File: config.mk
export PLATFORM = sky130hd
export DESIGN_NAME = sdram_load_writer
export DESIGN_NICKNAME = d
export VERILOG_FILES = /design/src/rtl/sdram_load_writer.sv
export SDC_FILE = /design/constraint.sdc
export NUM_CORES = 1
export LEC_CHECK = 0
export BUFFER_PORTS_ARGS = -buffer_cell sky130_fd_sc_hd__buf_4
export CAP_MARGIN = 20
export CORE_ASPECT_RATIO = 0.5
export CORE_MARGIN = 4
export CORE_UTILIZATION = 55
export DETAILED_ROUTE_END_ITERATION = 7
export GPL_ROUTABILITY_DRIVEN = 0
export GPL_TIMING_DRIVEN = 0
export PLACE_DENSITY = 0.77
export REMOVE_ABC_BUFFERS = 1
export SLEW_MARGIN = 25
export SYNTH_ARGS = -nofsm -noshare
export SYNTH_HDL_FRONTEND = slang
export SYNTH_SLANG_ARGS = --single-unit
export TNS_END_PERCENT = 5
File: constraint.sdc
create_clock -name ram_clk -period 3.2 [get_ports ram_clk]
set_input_delay 0.64 -clock ram_clk [delete_from_list [all_inputs] [get_ports ram_clk]]
set_output_delay 0.64 -clock ram_clk [all_outputs]
set_load 0.05 [all_outputs]
File: src/rtl/sdram_load_writer.sv
// sdram_load_writer: ram_clk-domain write adapter between the ROM loader and
// the SDRAM controller load port. Loader bytes arrive as toggle requests, are
// paired into 16-bit words where possible, buffered in a small FIFO and issued
// to the controller one at a time.
//
// Handshakes:
//   loader side : a change on ld_toggle is one request; ld_addr/ld_data/ld_be
//                 are held stable until ld_rdy pulses for one cycle, which
//                 marks the byte as taken.
//   sdram side  : sdr_req is a level; sdr_addr/sdr_data/sdr_be are stable
//                 while it is high. A one-cycle sdr_ack completes the write;
//                 the next word (if any) appears in the following cycle with
//                 sdr_req still high. sdr_ack while sdr_req is low is ignored.
//
// FIFO_DEPTH must be a power of two and at least 2.
module sdram_load_writer #(
  parameter int FIFO_DEPTH = 4,
  parameter int IDLE_FLUSH = 63
) (
  input  logic        ram_clk,
  input  logic        reset_n,
  input  logic        ld_toggle,
  input  logic [24:0] ld_addr,
  input  logic [15:0] ld_data,
  input  logic [1:0]  ld_be,
  output logic        ld_rdy,
  input  logic        flush,
  output logic        busy,
  output logic        sdr_req,
  output logic [23:0] sdr_addr,
  output logic [15:0] sdr_data,
  output logic [1:0]  sdr_be,
  input  logic        sdr_ack,
  output logic        port_state_dbg
);

  localparam int          AW         = $clog2(FIFO_DEPTH);
  localparam logic [5:0]  IDLE_LIMIT = 6'(IDLE_FLUSH);

  typedef struct packed {
    logic [23:0] waddr;
    logic [15:0] data;
    logic [1:0]  be;
  } wr_t;

  typedef enum logic {
    ST_IDLE = 1'b0,
    ST_REQ  = 1'b1
  } state_t;

  // Byte address bit 0 is redundant with ld_be.
  logic unused_addr_lsb;
  assign unused_addr_lsb = ld_addr[0];

  // ---------------------------------------------------------------------
  // Request synchroniser and acceptance
  // ---------------------------------------------------------------------
  logic s1, s2, seen;
  logic req_seen;
  logic pend_v;
  wr_t  pend;
  logic mergeable;
  logic can_push;
  logic accept;
  logic acc_push;
  logic idle_due;
  logic idle_push;
  logic fifo_push;
  wr_t  push_data;
  logic [5:0] idle_cnt;
  logic flush_lat;

  logic [AW:0] wr_ptr, rd_ptr;
  wr_t         fifo_mem [FIFO_DEPTH];
  wr_t         fifo_head;
  logic        fifo_full, fifo_empty, fifo_pop;

  state_t state, state_nxt;
  logic   load_out;

  assign req_seen  = s2 ^ seen;
  assign mergeable = pend_v && (pend.be == 2'b01) && (ld_be == 2'b10) &&
                     (pend.waddr == ld_addr[24:1]);
  // A pop in the same cycle frees a slot even when the FIFO is full.
  assign can_push  = !fifo_full || fifo_pop;
  // Loading into an empty pending register never pushes, so it never stalls.
  assign accept    = req_seen && (!pend_v || can_push);
  assign acc_push  = accept && pend_v;
  assign idle_due  = pend_v && ((idle_cnt == IDLE_LIMIT) || flush_lat);
  // Acceptance wins; a replace push already empties the old pending byte.
  assign idle_push = idle_due && !accept && can_push;
  assign fifo_push = acc_push || idle_push;
  assign push_data = (accept && mergeable) ?
                     '{waddr: pend.waddr, data: {ld_data[15:8], pend.data[7:0]}, be: 2'b11} :
                     pend;

  // Two-flop toggle synchroniser, seen-state tracking and ld_rdy pulse.
  always_ff @(posedge ram_clk or negedge reset_n) begin
    if (!reset_n) begin
      s1     <= 1'b0;
      s2     <= 1'b0;
      seen   <= 1'b0;
      ld_rdy <= 1'b0;
    end else begin
      s1     <= ld_toggle;
      s2     <= s1;
      ld_rdy <= accept;
      if (accept) seen <= s2;
    end
  end

  // Pending byte register: merge clears it, replace/load refill it, idle push empties it.
  always_ff @(posedge ram_clk or negedge reset_n) begin
    if (!reset_n) begin
      pend_v <= 1'b0;
      pend   <= '0;
    end else if (accept) begin
      if (mergeable) begin
        pend_v <= 1'b0;
      end else begin
        pend_v <= 1'b1;
        pend   <= '{waddr: ld_addr[24:1], data: ld_data, be: ld_be};
      end
    end else if (idle_push) begin
      pend_v <= 1'b0;
    end
  end

  // Idle counter (saturating at the limit) and the latched flush request.
  always_ff @(posedge ram_clk or negedge reset_n) begin
    if (!reset_n) begin
      idle_cnt  <= '0;
      flush_lat <= 1'b0;
    end else begin
      if (accept || idle_push || !pend_v)
        idle_cnt <= '0;
      else if (!req_seen && (idle_cnt != IDLE_LIMIT))
        idle_cnt <= idle_cnt + 6'd1;
      flush_lat <= (flush_lat || flush) && pend_v && !idle_push;
    end
  end

  // ---------------------------------------------------------------------
  // Write FIFO: extra wrap bit distinguishes full from empty
  // ---------------------------------------------------------------------
  assign fifo_empty = (wr_ptr == rd_ptr);
  assign fifo_full  = (wr_ptr[AW] != rd_ptr[AW]) &&
                      (wr_ptr[AW-1:0] == rd_ptr[AW-1:0]);
  assign fifo_head  = fifo_mem[rd_ptr[AW-1:0]];

  // FIFO read/write pointers.
  always_ff @(posedge ram_clk or negedge reset_n) begin
    if (!reset_n) begin
      wr_ptr <= '0;
      rd_ptr <= '0;
    end else begin
      if (fifo_push) wr_ptr <= wr_ptr + 1'b1;
      if (fifo_pop)  rd_ptr <= rd_ptr + 1'b1;
    end
  end

  // FIFO storage; contents are don't-care until written.
  always_ff @(posedge ram_clk) begin
    if (fifo_push) fifo_mem[wr_ptr[AW-1:0]] <= push_data;
  end

  // ---------------------------------------------------------------------
  // SDRAM port FSM
  // ---------------------------------------------------------------------
  // State register.
  always_ff @(posedge ram_clk or negedge reset_n) begin
    if (!reset_n) state <= ST_IDLE;
    else          state <= state_nxt;
  end

  // Next state, FIFO pop and output-load decisions.
  always_comb begin
    state_nxt = state;
    fifo_pop  = 1'b0;
    load_out  = 1'b0;
    case (state)
      ST_IDLE: begin
        if (!fifo_empty) begin
          fifo_pop  = 1'b1;
          load_out  = 1'b1;
          state_nxt = ST_REQ;
        end
      end
      ST_REQ: begin
        if (sdr_ack) begin
          if (!fifo_empty) begin
            fifo_pop = 1'b1;
            load_out = 1'b1;
          end else begin
            state_nxt = ST_IDLE;
          end
        end
      end
      default: state_nxt = ST_IDLE;
    endcase
  end

  // Output word registers; only reloaded when a new head is issued.
  always_ff @(posedge ram_clk or negedge reset_n) begin
    if (!reset_n) begin
      sdr_addr <= '0;
      sdr_data <= '0;
      sdr_be   <= '0;
    end else if (load_out) begin
      sdr_addr <= fifo_head.waddr;
      sdr_data <= fifo_head.data;
      sdr_be   <= fifo_head.be;
    end
  end

  assign sdr_req        = (state == ST_REQ);
  assign busy           = pend_v || !fifo_empty || sdr_req;
  assign port_state_dbg = logic'(state);

endmodule
==> results.tsv, run 1 <==
metric	value	unit
status	completed	
endpoint_kind	output port	
final_common_cell	edfxtp_1	
largest_net_degree_at_the_start_of_global_routing	56	
layout_worst_path_cycle_share	0.8898	
clock_latency	500	ps
final_antenna_net_count	0	
synth_cell_types	37	
worst_path_dominant_cell_family	flip-flops	
cts_resized	0	
synth_top_cell_area_share	0.4739	
detail_route.wl_per_cell	21.72	µm
dieArea	21780	µm²
crit_path_max_incr_delay	650	ps
cap_violations	0	
clk_pin_slew_worst_paths	70	ps
final-seq-area	7630	µm²
critical_path.cell_chain	xor2_2 -> nor3b_1 -> nand2_1 -> buf_4	
leakagePower	4.747	nW
io_buffers	92	
maximum_operating_frequency	351.2	MHz
layout-drive-gt1-share	0.4323	
cts_tree	built	
max-slew-margin-rel	0.4757	
timing_worst_slew_pin_value	780.5	ps
worstPathBufferInverterCount	1	
cts_hold_buffers	0	
final.setup.tns	0	ps
dr.first_iter.drc_count	326	
power.share.combinational	0.372	
internal_power	9.140	mW
fin_hold_ws	88.90	ps
power.share.sequential	0.436	
antenna-diode-count	0	
timing.critical_path.slowest_stage_cell	dfrtp_4	
syn_to_final_growth	18.35	%
final_cell_area	12600	µm²
layout.cells.most_common_list	edfxtp_1, dfrtp_1, buf_4, mux2_2, mux4_2	
setup_violations	0	
cp.arrival	2210	ps
ctsHtreeMaxLevel	1	
synth_top_flop_cell	edfxtp_1	
detailedRoute.firstPassIterationCount	5	
design.portCount	94	
route.final.wire_length	19.75	mm
cts_num_sinks	271	
drt_drc_violations_left	0	
total_area_of_multi_input_combinational_cells	2908	µm²
grt_pass1_vias	5438	
floorplan.die.width	204.8	µm
grt_pass1_wl	31.15	mm
final_max_slew_viol_count	0	
initial_antenna_violation_count	0	
power.switching	4.649	mW
power.switching_fraction	0.3372	
synthTopCellsByArea	edfxtp_1, dfrtp_1, mux4_2	
synth_area	10650	µm²
hold_class	in -> async	
async_reset_ff_frac	0.3801	
cts.path.max_buffers	3	
synth.avg_cell_area	20.28	µm²
post-place-cells	868	
drt-vias-per-instance	5.494	
cts-buffers-inserted	23	
synthesis.instances	525	
p_per_area	1094	nW/µm²
rows	35	
timing.critical_path.required	2560	ps
final-hold-violation-count	0	
start_util	0.5694	
global_route.overflow_total	0	
min_period	2847	ps
number_of_synthesis_warnings	0	
clk_root_buffer_cell	clkbuf_16	
fin_worst_skew	9.441	ps
grt_util_all_layers	0.1868	
design.core.area	18700	µm²
worst-path-max-fanout	18	
post-route-util	0.6738	
synth_area_leader_cell	edfxtp_1	
place_hpwl	11.89	mm
final_cell_count_no_fill	909	
rsz0062_at_grt	false	
clock_power_share	0.192	
post_dp_cell_area	11900	µm²
num-nets-final	688	
setup.worst_path.class	reg -> out	
yosys_register_bits	271	
vdd_ir_drop_max	522.2	µV
synth-edff-count	168	
startpoint_kind_of_the_worst_setup_timing_path	flip-flop	
final.fill_count	1246	
post_cts_buffers	0	
num_vias	4994	
height_of_the_die	106.4	µm
yosysSeqAreaShare	0.7159	
per-stage QoR:
stage | setup slack [ps] | power [mW]
2_1_floorplan | -895.9 | 9.440
3_3_place_gp | -2818 | 10.85
3_5_place_dp | 188.2 | 11.26
4_1_cts | 297.8 | 13.95
5_1_grt | 196.1 | 14.48
6_report | 352.8 | 13.79
state kept, by name, summed over array words and instances (netlist names), 2 cells and up:
signal    flops
fifo_mem    168
idle_cnt      6
pend         42
rd_ptr        3
sdr_addr     24
sdr_be        2
sdr_data     16
wr_ptr        3
worst paths after layout:
check / endpoint / cells past startpoint / slack (ps) / start
setup reg to reg: pend[2] / 7 / 420 / rd_ptr[0]
setup / recovery: busy / 4 / 350 / rd_ptr[0]
hold / removal: pend[22] / 1 / 90 / reset_n
min in group ram_clk: s1 / 1 / 250 / ld_toggle
max in group asynchronous: sdr_addr[20] / 2 / 2430 / reset_n
hold reg to reg: s2 / 0 / 350 / s1
metal layers:
layer	part of all wire	track usage	vias up	wire, µm
met5	0	0	-	0
met4	0.013	0.03201	0	257
met3	0.045	0.03475	20	896
met2	0.50	0.3148	106	9795
met1	0.45	0.2633	2609	8799
li1	-	-	2259	-
power groups by stage:
stage               Sequential, mW  Combinational (mW)  Clock (mW)
floorplan                     6.99                2.45           0
global placement              6.22                4.63           0
detailed placement            6.07                5.20           0
CTS                           6.03                5.21        2.71
global route                  6.16                5.44        2.89
finish                        6.01                5.13        2.65
layout make-up:
cell class | count | share of cell area
clock buffers | 34 | 0.05144
clock inverters | 7 | 0.004270
inverters | 3 | 0.0008937
multi-input cells | 231 | 0.2308
flip-flops and latches | 271 | 0.6056
well taps | 259 | 0.02572
repair buffers | 104 | 0.08133
Yosys cell counts (2+ instances only):
library cell and number:
a31oi_1 2, and2_1 4, buf_1 3, buf_2 5, buf_4 3, buf_6 4, clkbuf_1 5, dfrtp_1 103
edfxtp_1 168, ha_1 6, inv_1 3, mux2_2 55, mux2_4 39, mux4_2 42, nand2_1 8, nand2b_1 2
nand4_1 9, nor2_1 8, nor4_2 2, o21ai_0 3, xnor2_1 28, xor2_1 8
cell families (layout without fill, tap and decap cells):
kind of cell	Yosys count	count (layout)	share of synthesized area
xor+xnor	37	37	0.03114
simple gates	39	39	0.02115
mux	137	137	0.2030
flops	271	271	0.7159
buf+inv	23	148	0.01257
compound gates	12	12	0.009166
fa+ha+maj	6	6	0.007051
Power figures use the tool's default switching activity.
==> run 2: changes to the inputs <==
RECOVER_POWER = 50   (was default)
==> results.tsv, run 2 (synthesis results as in run 1) <==
metric	value	unit
status	finished, violations left	
failing_checks	max-capacitance violations, max-slew violations	
final_cell_area	12390	µm²
largest_net_degree_at_the_start_of_global_routing	56	
final_common_cell	edfxtp_1	
worst_setup_path_endpoint	pend[2]	
cp.arrival	3250	ps
antenna-diode-count	0	
clk_pin_slew_worst_paths	70	ps
dieArea	21780	µm²
syn_to_final_growth	16.35	%
cap_violations	1	
post_cts_buffers	0	
maximum_operating_frequency	349.1	MHz
layout.cells.most_common_list	edfxtp_1, dfrtp_1, mux2_2, clkbuf_1, buf_4	
dr.first_iter.drc_count	343	
max-slew-margin-rel	-0.001153	
timing.critical_path.from	rd_ptr[0]	
start_util	0.5694	
internal_power	8.875	mW
initial_antenna_violation_count	0	
endpoint_kind	flip-flop	
power.switching	4.622	mW
worst_path_most_repeated_cell	buf_16	
leakagePower	4.573	nW
reg2reg_depth	7	
cts-buffers-inserted	23	
clk_root_buffer_cell	clkbuf_16	
place_hpwl	11.89	mm
cp.depth	7	
post_dp_cell_area	11900	µm²
min_period	2864	ps
cts.path.max_buffers	3	
setup.worst_path.class	reg -> reg	
rows	35	
clock_power_share	0.196	
worst_path_dominant_cell_family	compound AO/OA/AOI/OAI gates	
clock_latency	500	ps
final-hold-violation-count	0	
finalWorstSetupSlack	335.7	ps
route.final.wire_length	19.71	mm
hold_class	in -> async	
grt_util_all_layers	0.1868	
drt_drc_violations_left	0	
power.switching_fraction	0.3424	
num-nets-final	688	
num_vias	4985	
design.core.area	18700	µm²
cts_num_sinks	271	
io_buffers	92	
ctsHtreeMaxLevel	1	
power.share.combinational	0.359	
drt-vias-per-instance	5.484	
layout_worst_path_cycle_share	0.8951	
detailedRoute.firstPassIterationCount	4	
finalPower	13.50	mW
global_route.overflow_total	0	
floorplan.die.width	204.8	µm
cts_hold_buffers	0	
setup_violations	0	
final_max_slew_viol_count	41	
p_per_area	1090	nW/µm²
power.share.sequential	0.444	
final_antenna_net_count	0	
layout-drive-gt1-share	0.3600	
cts_resized	0	
cts_tree	built	
timing.critical_path.required	3580	ps
design.portCount	94	
grt_pass1_vias	5438	
worstPathBufferInverterCount	2	
timing.rr.start	rd_ptr[0]	
height_of_the_die	106.4	µm
fin_worst_skew	6.898	ps
detail_route.wl_per_cell	21.68	µm
worstReg2RegEnd	pend[2]	
rsz0062_at_grt	false	
timing_worst_slew_pin_value	1502	ps
place_ws	188.2	ps
vdd_ir_drop_max	470.6	µV
crit_path_max_incr_delay	680	ps
startpoint_kind_of_the_worst_setup_timing_path	flip-flop	
critical_path.cell_chain	xor2_1 -> nor4_1 -> a21boi_2 -> a21boi_4 -> buf_16 -> buf_16 -> mux2_2	
regToRegSetupSlack	340	ps
flip_flop_count_of_the_largest_register_after_layout	168	
grt_pass1_wl	31.15	mm
timing.critical_path.slowest_stage_cell	dfrtp_4	
worst-path-max-fanout	18	
[run 2: cell count changes in the layout (fill, tap and decap cells not counted), sizes merged]
cell | previous run | this run
clkbuf | 34 | 81
buf | 104 | 57
[run 2: how the worst min path moves through the flow]
stage,to,cells after the start
2_1_floorplan,s2,0
3_3_place_gp,s2,0
3_5_place_dp,s2,0
4_1_cts,pend[22],1
5_1_grt,pend[22],1
6_report,pend[22],1
[run 2: area by class of cell]
type	count	area, µm²
flip-flops and latches	271	7630
fillers	1285	6312
inverters	3	11.26
multi-input cells	231	2887
well taps	259	324.1
repair buffers	104	833.3
clock inverters	7	53.80
clock buffers	34	648.1
[run 2: metrics by stage]
step	hold slack [ps]	utilization	cells	TNS, ps
global placement	334.2	0.6171	856	-719400
floorplan	331.2	-	505	-204300
global route	96.83	0.6624	909	0
CTS	91.89	0.6738	909	0
finish	78.54	0.6624	909	0
detailed placement	336.3	0.6363	868	0
[run 2: power by group through the flow]
stage	Combinational, mW	Sequential (mW)	Clock, mW
final	4.85	6.00	2.65
after CTS	5.21	6.03	2.71
after detailed placement	5.20	6.07	0
after global routing	5.16	6.14	2.89
after global placement	4.63	6.22	0
after floorplan	2.45	6.99	0
[run 2: routing by layer]
metal  routed length (µm)  vias to the layer above  part of all wire  track usage
li1                     -                     2256                 -            -
met3                  786                       20             0.040      0.03475
met2                 9827                      100              0.50       0.3148
met4                  256                        0             0.013      0.03201
met1                 8837                     2609              0.45       0.2633
met5                    0                        -                 0            0
==> run 3: changes to the inputs <==
PLACE_DENSITY = 0.75   (was 0.77)
==> results.tsv, run 3 (synthesis results as in run 1) <==
metric	value	unit
num_vias	5045	
failing_checks	max-capacitance violations, max-slew violations	
hold_class	in -> async	
timing.critical_path.required	3580	ps
reg2reg_depth	9	
final_cell_area	12520	µm²
clock_latency	510	ps
largest_net_degree_at_the_start_of_global_routing	64	
post_dp_cell_area	11910	µm²
clk_root_buffer_cell	clkbuf_16	
grt_util_all_layers	0.1849	
dr.first_iter.drc_count	367	
design.portCount	94	
fin_worst_skew	17.58	ps
timing.rr.start	rd_ptr[1]	
power.switching	4.656	mW
route.final.wire_length	19.21	mm
dieArea	21780	µm²
cts.path.max_buffers	3	
timing_worst_slew_pin_value	1777	ps
worst-path-max-fanout	33	
status	finished, violations left	
grt_pass1_vias	5544	
regToRegSetupSlack	310	ps
p_per_area	1098	nW/µm²
setup_violations	0	
layout-drive-gt1-share	0.3783	
start_util	0.5694	
setup.worst_path.class	reg -> reg	
num-nets-final	691	
io_buffers	92	
cap_violations	1	
design.core.area	18700	µm²
layout.cells.most_common_list	edfxtp_1, dfrtp_1, mux2_2, clkbuf_1, buf_4	
drt_drc_violations_left	0	
grt_pass1_wl	30.94	mm
endpoint_kind	flip-flop	
vdd_ir_drop_max	857.0	µV
syn_to_final_growth	17.56	%
power.share.combinational	0.354	
worstReg2RegEnd	pend[3]	
power.switching_fraction	0.3390	
cp.arrival	3270	ps
power.share.sequential	0.437	
final.fill_count	1254	
final_common_cell	edfxtp_1	
place_hpwl	11.78	mm
height_of_the_die	106.4	µm
finalPower	13.74	mW
leakagePower	4.630	nW
ctsHtreeMaxLevel	1	
place_ws	-23.26	ps
drt-vias-per-instance	5.532	
antenna-diode-count	0	
flip_flop_count_of_the_largest_register_after_layout	168	
detail_route.wl_per_cell	21.06	µm
rsz0062_at_grt	false	
clk_pin_slew_worst_paths	70	ps
detailedRoute.firstPassIterationCount	5	
routed-wl-met3	855	µm
maximum_operating_frequency	345.6	MHz
min_period	2894	ps
final_antenna_net_count	0	
floorplan.die.width	204.8	µm
finalWorstSetupSlack	306.5	ps
maxUsedRoutingLayer	met4	
wl_met1	8.402	mm
final_max_slew_viol_count	64	
met2WireLength	9.662	mm
internal_power	9.080	mW
clock_power_share	0.209	
startpoint_kind_of_the_worst_setup_timing_path	flip-flop	
max-slew-margin-rel	-0.1847	
global_route.overflow_total	0	
initial_antenna_violation_count	0	
cts-buffers-inserted	24	
rows	35	
final-hold-violation-count	0	
cts_num_sinks	271	
cts_tree	built	
layout_worst_path_cycle_share	0.9042	
-- run 3: changes by cell type in the layout (fill, tap and decap cells not counted), sizes merged --
| cell | before | now |
|---|---|---|
| buf | 57 | 59 |
| bufinv | 1 | 2 |
| clkbuf | 81 | 79 |
| clkinvlp | 0 | 2 |
-- run 3: per-layer routing --
metal / vias to the layer above / track usage
met3: 23 / 0.02743
met1: 2645 / 0.2631
met5: - / 0
met2: 108 / 0.3105
met4: 0 / 0.03918
li1: 2269 / -
-- run 3: metrics by stage --
stage	utilization	instances	hold slack (ps)	TNS [ps]
final	0.6693	912	40.17	0
after global routing	0.6693	912	53.65	0
after CTS	0.6792	911	45.08	0
after detailed placement	0.6369	869	335.5	-173.9
after global placement	0.6171	856	332.3	-689640
after floorplan	-	505	331.2	-204300
-- run 3: worst max-delay path by stage --
stage / depth (start not counted) / to / slack [ps] / startpoint
CTS: 9 / pend[3] / 10 / rd_ptr[1]
global route: 9 / pend[3] / 150 / rd_ptr[1]
global placement: 4 / sdr_data[5] / -2710 / rd_ptr[0]
detailed placement: 9 / pend[9] / -20 / ld_addr[16]
finish: 9 / pend[3] / 310 / rd_ptr[1]
floorplan: 5 / pend[0] / -900 / rd_ptr[0]
-- run 3: area by class of cell --
type | count | area (µm²) | share of cell area
Sequential cell | 271 | 7630 | 0.6096
Timing Repair Buffer | 106 | 853.3 | 0.06818
Inverter | 3 | 11.26 | 0.0008997
Clock buffer | 32 | 671.9 | 0.05368
Multi-Input combinational cell | 231 | 2907 | 0.2322
Tap cell | 259 | 324.1 | 0.02589
Clock inverter | 10 | 118.9 | 0.009497
-- run 3: critical path: stages, from the launching register on --
cell	delay, ps
dfrtp_4	580
buf_12	280
xor2_1	280
nor4_1	130
a21boi_2	280
a21boi_4	290
buf_16	180
buf_16	180
buf_16	180
mux2_2	340
-- run 3: timing repair --
item / CTS / global route
hold buffers: 0 / 0
resized for setup: 0 / 1
setup buffers: 0 / 1
setup endpoints to repair: 0 / 15
-- run 3: power groups by stage --
stage               sequential, mW  clock, mW  combinational (mW)
floorplan                     6.99          0                2.45
global placement              6.22          0                4.61
detailed placement            6.09          0                5.18
CTS                           6.03       2.94                5.21
global route                  6.16       3.11                5.19
finish                        6.00       2.87                4.86
